**src/rtl/fetch_stage_pkg.sv**
```systemverilog
// Shared constants and types for the instruction fetch stage.
// Also holds the stop_f encodings and the fetch FSM states.
package fetch_stage_pkg;

  localparam logic [31:0] NOP     = 32'hdc000000;
  localparam logic [5:0]  HALT_OP = 6'h3f;

  typedef enum logic [1:0] {
    END    = 2'b00,
    VALID  = 2'b01,
    BUBBLE = 2'b10
  } stop_e;

  typedef enum logic [1:0] {
    IDLE = 2'b00,
    RUN  = 2'b01,
    HALT = 2'b10
  } state_e;

  function automatic logic is_halt(input logic [31:0] ins);
    return ins[31:26] == HALT_OP;
  endfunction

endpackage

```
**src/rtl/fetch_stage_pc_next_sel.sv**
```systemverilog
// Next fetch address select while running.
// Priority: redirect, then hold on stall, then sequential.
module pc_next_sel (
  input  logic [31:0] pc_q,
  input  logic        stall_d,
  input  logic        br_taken,
  input  logic [31:0] br_target,
  output logic [31:0] npc_o
);

  always_comb begin
    npc_o = pc_q + 32'd4;
    if (br_taken)
      npc_o = br_target;
    else if (stall_d)
      npc_o = pc_q;
  end

endmodule

```
**src/rtl/fetch_stage.sv**
```systemverilog
// Fetch stage: drives a synchronous imem and presents
// one instruction per cycle with stall, redirect and halt.
module fetch_stage
  import fetch_stage_pkg::*;
(
  input  logic        clk,
  input  logic        rstd,
  input  logic        stall_d,
  input  logic        br_taken,
  input  logic [31:0] br_target,
  output logic [31:0] imem_addr,
  input  logic [31:0] imem_rdata,
  output logic [31:0] pc_out,
  output logic [31:0] ins_out,
  output logic [1:0]  stop_f,
  output logic [31:0] icount
);

  state_e      state_q, state_d;
  logic [31:0] pc_q, pc_d;
  logic [31:0] icount_q, icount_d;
  logic [31:0] npc;
  stop_e       sf;
  logic [31:0] ins;

  pc_next_sel u_sel (
    .pc_q      (pc_q),
    .stall_d   (stall_d),
    .br_taken  (br_taken),
    .br_target (br_target),
    .npc_o     (npc)
  );

  always_comb begin
    state_d  = state_q;
    pc_d     = pc_q;
    icount_d = icount_q;
    sf       = BUBBLE;
    ins      = NOP;
    unique case (state_q)
      IDLE: begin
        pc_d    = br_taken ? br_target : pc_q;
        state_d = br_taken ? IDLE : RUN;
      end
      RUN: begin
        ins  = imem_rdata;
        pc_d = npc;
        if (br_taken) begin
          sf = BUBBLE;
        end else if (stall_d) begin
          sf = VALID;
        end else if (is_halt(imem_rdata)) begin
          // park on the halt word so address stays frozen
          sf      = END;
          pc_d    = pc_q;
          state_d = HALT;
        end else begin
          sf       = VALID;
          icount_d = icount_q + 32'd1;
        end
      end
      HALT: begin
        sf = END;
      end
      default: begin
        state_d = IDLE;
      end
    endcase
  end

  always_ff @(posedge clk or negedge rstd) begin
    if (!rstd) begin
      state_q  <= IDLE;
      pc_q     <= '0;
      icount_q <= '0;
    end else begin
      state_q  <= state_d;
      pc_q     <= pc_d;
      icount_q <= icount_d;
    end
  end

  assign imem_addr = rstd ? pc_d : 32'd0;
  assign pc_out    = pc_q;
  assign ins_out   = ins;
  assign stop_f    = sf;
  assign icount    = icount_q;

endmodule

```
**config.mk**
```make
export PLATFORM = sky130hd
export DESIGN_NAME = fetch_stage
export DESIGN_NICKNAME = d
export VERILOG_FILES = /design/src/rtl/fetch_stage_pkg.sv /design/src/rtl/fetch_stage_pc_next_sel.sv /design/src/rtl/fetch_stage.sv
export SDC_FILE = /design/constraint.sdc
export NUM_CORES = 1
export LEC_CHECK = 0
export CAP_MARGIN = 20
export CORE_ASPECT_RATIO = 0.5
export CORE_MARGIN = 2
export CORE_UTILIZATION = 35
export DETAILED_ROUTE_END_ITERATION = 10
export PLACE_DENSITY = 0.68
export SETUP_SLACK_MARGIN = 0.02
export SLEW_MARGIN = 25
export SYNTH_ARGS = -nofsm -noshare
export SYNTH_HDL_FRONTEND = slang
export SYNTH_SLANG_ARGS = --single-unit
```
**constraint.sdc**
```tcl
create_clock -name clk -period 5.2 [get_ports clk]
set_input_delay 1.04 -clock clk [delete_from_list [all_inputs] [get_ports clk]]
set_output_delay 1.04 -clock clk [all_outputs]
set_load 0.01 [all_outputs]
```
[Word-level counts from Yosys, hierarchy flattened]
Index checks and enable logic that the tools add are counted.
Storage, ports and cells
  flip-flop bits (word level): 66
  output and inout bits: 130
  logic and storage cells: 36
Cells by class
  add/sub/neg operators: 2
  equality and inequality tests: 6
  muxes and demuxes: 18
  bitwise logic cells: 4
  reductions and logical operators: 3
Operators by type and width (number)
  $mux 32: 8
  $pmux 32 s2: 1
  $add 32x1->32 const B: 1
  $add 32x3->32 const B: 1
  $mux 2: 4
  $reduce_and 4->1: 2
  $eq 6x6->1 const B: 1
  $ne 2x2->1 const B: 3
  $pmux 2 s3: 1
  $not 1->1: 4
  $pmux 2 s2: 1
  $mux 1: 3
  $eq 2x1->1 const B: 1
  $eq 2x2->1 const B: 1
  $logic_not 2->1: 1

[Depth between registers and ports, before layout]
  depth in word-level cells: 8
  gate-level depth with buffers: 8

[By module]
A second synthesis with hierarchy kept.
Second synthesis, totals
  cells, all modules: 552
  area total of the unflattened synthesis: 4733.3 µm²
Modules (own cells, without submodules)
  fetch_stage: times used 1, cells each 379, area each 3729.8 µm²
  pc_next_sel: times used 1, cells each 173, area each 1003.5 µm²

[Worst setup path before layout]
OpenSTA, ideal clock, no wires.
  path kind: input to output
  start: input port stall_d
  end: output port imem_addr[16]
  arrival time: 2.764 ns
  data required time: 4.160 ns
  path slack: 1.396 ns
  cell stages on the path: 7
  buffers on the path: 1
  path through: buf_2 > nand3b_1 > o21ai_0 > inv_1 > o21ai_0 > a21oi_1 > a2111oi_0
On the way
  longest elaborated chain between the ends: 7
Ends and longest elaborated chain
  start, declared: line fetch_stage.sv:8  | input logic stall_d,
  $mux 32: line fetch_stage_pc_next_sel.sv:15  | else if (stall_d)
  $mux 32: line fetch_stage_pc_next_sel.sv:13  | if (br_taken)
  $mux 32: line fetch_stage.sv:52  | end else if (is_halt(imem_rdata)) begin
  $mux 32: line fetch_stage.sv:50  | end else if (stall_d) begin
  $mux 32 (*): line fetch_stage.sv:48  | if (br_taken) begin
  $pmux 32 s2 (*): line fetch_stage.sv:40  | unique case (state_q)
  $mux 32 (*): line fetch_stage.sv:83  | assign imem_addr = rstd ? pc_d : 32'd0;
  end, declared: line fetch_stage.sv:11  | output logic [31:0] imem_addr,
Mark *: on every way between the ends. The rest lies on a longest branch, timed or not.

[Worst setup path after layout]
  start: input port stall_d
  end: output port imem_addr[31]
Same word-level chain as after synthesis.

==> summary.md <==
| Metric | Value |
|---|---|
| Ports | `198` |
| Initial antenna violation count | `0` |
| # rows | `29` |
| Max H-tree Level | `3` |
| Gr usage total | `0.2279` |
| # hold bufs at CTS | `0` |
| Fin. max-slew vios | `0` |
| Worst R2R Path Depth | `6` |
| Crit path DAT | `3.80 ns` |
| Clock sinks | `66` |
| Leak Pwr | `2.796 nW` |
| Layout cells sized above 1 | `0.07367` |
| Die area | `14060 um2` |
| Worst Tran Pin Value | `0.7808 ns` |
| Crit-path cells | `clkdlybuf4s50_1 -> and4b_1 -> nand2_1 -> or4_1 -> a22oi_1 -> o211a_1 -> clkdlybuf4s50_1` |
| Clock Power Share | `0.497` |
| Fill count | `1178` |
| Yosys warns | `0` |
| Initial core utilization | `0.3602` |
| HPWL Detailed | `11990 um` |
| RePlAce Congestion | `0.9053` |
| Yosys cell types | `70` |
| Largest net degree at the start of global routing | `39` |
| Fin nets | `798` |
| Final Cycle Share | `0.9314` |
| Post-route ant nets | `0` |
| Clock Path Buffers | `2` |
| Cell internal pwr | `1.038 mW` |
| Setup Viol. Count Final | `0` |
| Via/cell ratio | `5.564` |
| Drt total wl | `16230 um` |
| R2R Path End | `icount[26]` |
| Worst Setup End Kind | `primary output` |
| Hold_sp | `icount[10]` |
| Vias in the first global route | `4842` |
| Post-CTS Setup Bufs | `0` |
| Cell area after synthesis | `4574 um2` |
| Pwr Density | `190.3 nW/um2` |
| Hold Crit Depth | `1` |
| Delay-heaviest family, CP | `simple AND/OR/NAND/NOR gates` |
| Starting DRT DRC Count | `456` |
| Total vias in the final route | `5024` |
| Crit path from | `stall_d` |
| Clk root buf | `clkbuf_16` |
| Placed cell area | `6783 um2` |
| HP Class | `flop to flop` |
| CTS Buf Count | `9` |
| Combinational share of power | `0.113` |
| Crit Path Class | `input port to primary output` |
| Slowest-stage cell, CP | `or4_1` |
| Synthesized net count | `601` |
| Unrepaired setup endpoints after global routing | `no` |
| Maximum vdd drop | `0.1830 mV` |
| WP buf/inv | `2` |
| Crit path largest cell delay | `0.61 ns` |
| CP max FO | `12` |
| Asr flop ratio synth | `1.000` |
| Die span in y | `84.84 um` |
| Sequential area share after synthesis | `0.3611` |
| Status | `finished, final reports clean` |
| Post-synth EDFFs | `0` |
| Max cap viols | `0` |
| Layout area overhead | `55.44%` |
| DR WL/cell | `17.97 um` |
| Core Region | `12700 um2` |
| Die width | `165.7 um` |
| Diode count | `0` |
| Final min period | `4.843 ns` |
| Commonest non-fill, non-tap cells in the layout | `clkdlybuf4s50_1 (196), dfrtp_1 (66), and2_1 (44), nand2_1 (39), nor2_1 (35)` |
| Worst Hold End | `icount[10]` |
| Relative slew margins | `0.4752` |
| Worst hold margin | `0.4842 ns` |
| Router iterations before antenna repair | `5` |
| CTS tree | `built` |
| Worst EP required | `4.16 ns` |
| R2R setup slack | `2.67 ns` |
| Final Hold Viols | `0` |
| Reg-to-Reg Start | `state_q[0]` |
| Clk Latency, worst-skew pair | `0.33 ns` |
| Power Total | `1.353 mW` |
| Syn Inst Count | `531` |
| First-pass GRT wire length | `25990 um` |
| Clock slew at the register clock pins of the worst setup and hold paths | `0.06 ns` |
| Setup TNS | `0 ns` |
| Synthesized area per cell | `8.615 um2` |
| Port Buf Inserts | `197` |
| Synthesized flop and latch total | `66` |
| Most used cell, CP | `clkdlybuf4s50_1` |
| Commonest non-fill, non-tap cell in the layout | `clkdlybuf4s50_1` |
| Top FF cell, synth | `dfrtp_1` |
| Clk_skew | `0.006214 ns` |
| Switch share | `0.2327` |
| DRC errors left | `0` |
| Overflow after GRT | `0` |
| CTS resizes | `0` |
| Switching power | `0.3148 mW` |
| Fin area | `7111 um2` |
| Crit path launch type | `input port` |
| Achievable clock frequency | `206.5 MHz` |
| Reg power frac | `0.390` |
through the flow:
step / cells / util / setup WS (ns)
global placement: 887 / 0.5341 / 0.4485
detailed placement: 887 / 0.5341 / 0.4276
floorplan: 531 / - / 1.396
global route: 903 / 0.5599 / 0.1615
finish: 903 / 0.5599 / 0.3567
CTS: 903 / 0.5599 / 0.4140
registers in the layout (all words and copies together) (netlist names):
signal and count:
pc_out 32, state_q 2, icount 32
metal layers:
| layer | GRT usage | vias to the layer above | share of wire |
|---|---|---|---|
| li1 | - | 2401 | - |
| met1 | 0.3241 | 2421 | 0.47 |
| met2 | 0.3651 | 187 | 0.46 |
| met3 | 0.04757 | 15 | 0.061 |
| met4 | 0.04111 | 0 | 0.0097 |
| met5 | 0 | - | 0 |
worst reg2reg max path, stage by stage (launching register included):
cell and delay, ns:
dfrtp_1 0.69, nor3b_2 0.29, buf_4 0.18, nand4_1 0.22, nor4_2 0.68, nand4_1 0.20
xnor2_1 0.16
cells by family after synthesis:
family / after synthesis / synth area share
and+or+nand+nor: 260 / 0.3255
AOI/OAI and AO/OA: 121 / 0.1874
DFF: 66 / 0.3610
buffers and inverters: 39 / 0.03501
xor gates and xnor gates: 33 / 0.06318
muxes: 10 / 0.02243
adders and majority gates: 2 / 0.005470
how the worst max path moves through the flow:
stage	to	cells past startpoint	slack [ns]
final	imem_addr[31]	7	0.36
after global routing	imem_addr[31]	7	0.16
after CTS	imem_addr[31]	7	0.41
after detailed placement	imem_addr[28]	7	0.43
after global placement	imem_addr[28]	7	0.45
after floorplan	imem_addr[16]	7	1.40
cell type report:
class                   count  area, um2  share of cell area
clock inverters             6      88.84             0.01249
well taps                 170      212.7             0.02991
flip-flops and latches     66       1652              0.2323
inverters                   7      26.28            0.003695
clock buffers              10      239.0             0.03361
multi-input cells         426       2765              0.3889
repair buffers            218       2127              0.2991
cell usage after synthesis, drive strengths merged, types with 10 or more instances:
| master | instances | share of area |
|---|---|---|
| nor3 | 21 | 0.024 |
| nor4 | 10 | 0.018 |
| dfrtp | 66 | 0.36 |
| nand2 | 39 | 0.032 |
| nor2 | 35 | 0.029 |
| a22oi | 13 | 0.021 |
| clkbuf | 24 | 0.020 |
| a21oi | 20 | 0.022 |
| xnor2 | 26 | 0.050 |
| o21ai | 18 | 0.020 |
| nand3 | 24 | 0.026 |
| and2 | 44 | 0.060 |
| and3 | 18 | 0.025 |
| nand4 | 30 | 0.042 |
power by group through the flow:
stage	clock, mW	combinational (mW)	sequential [mW]
after floorplan	0	0.0452	0.538
after global placement	0	0.151	0.537
after detailed placement	0	0.152	0.537
after CTS	0.689	0.153	0.528
after global routing	0.715	0.165	0.529
final	0.672	0.153	0.528
Power figures use the tool's default switching activity.
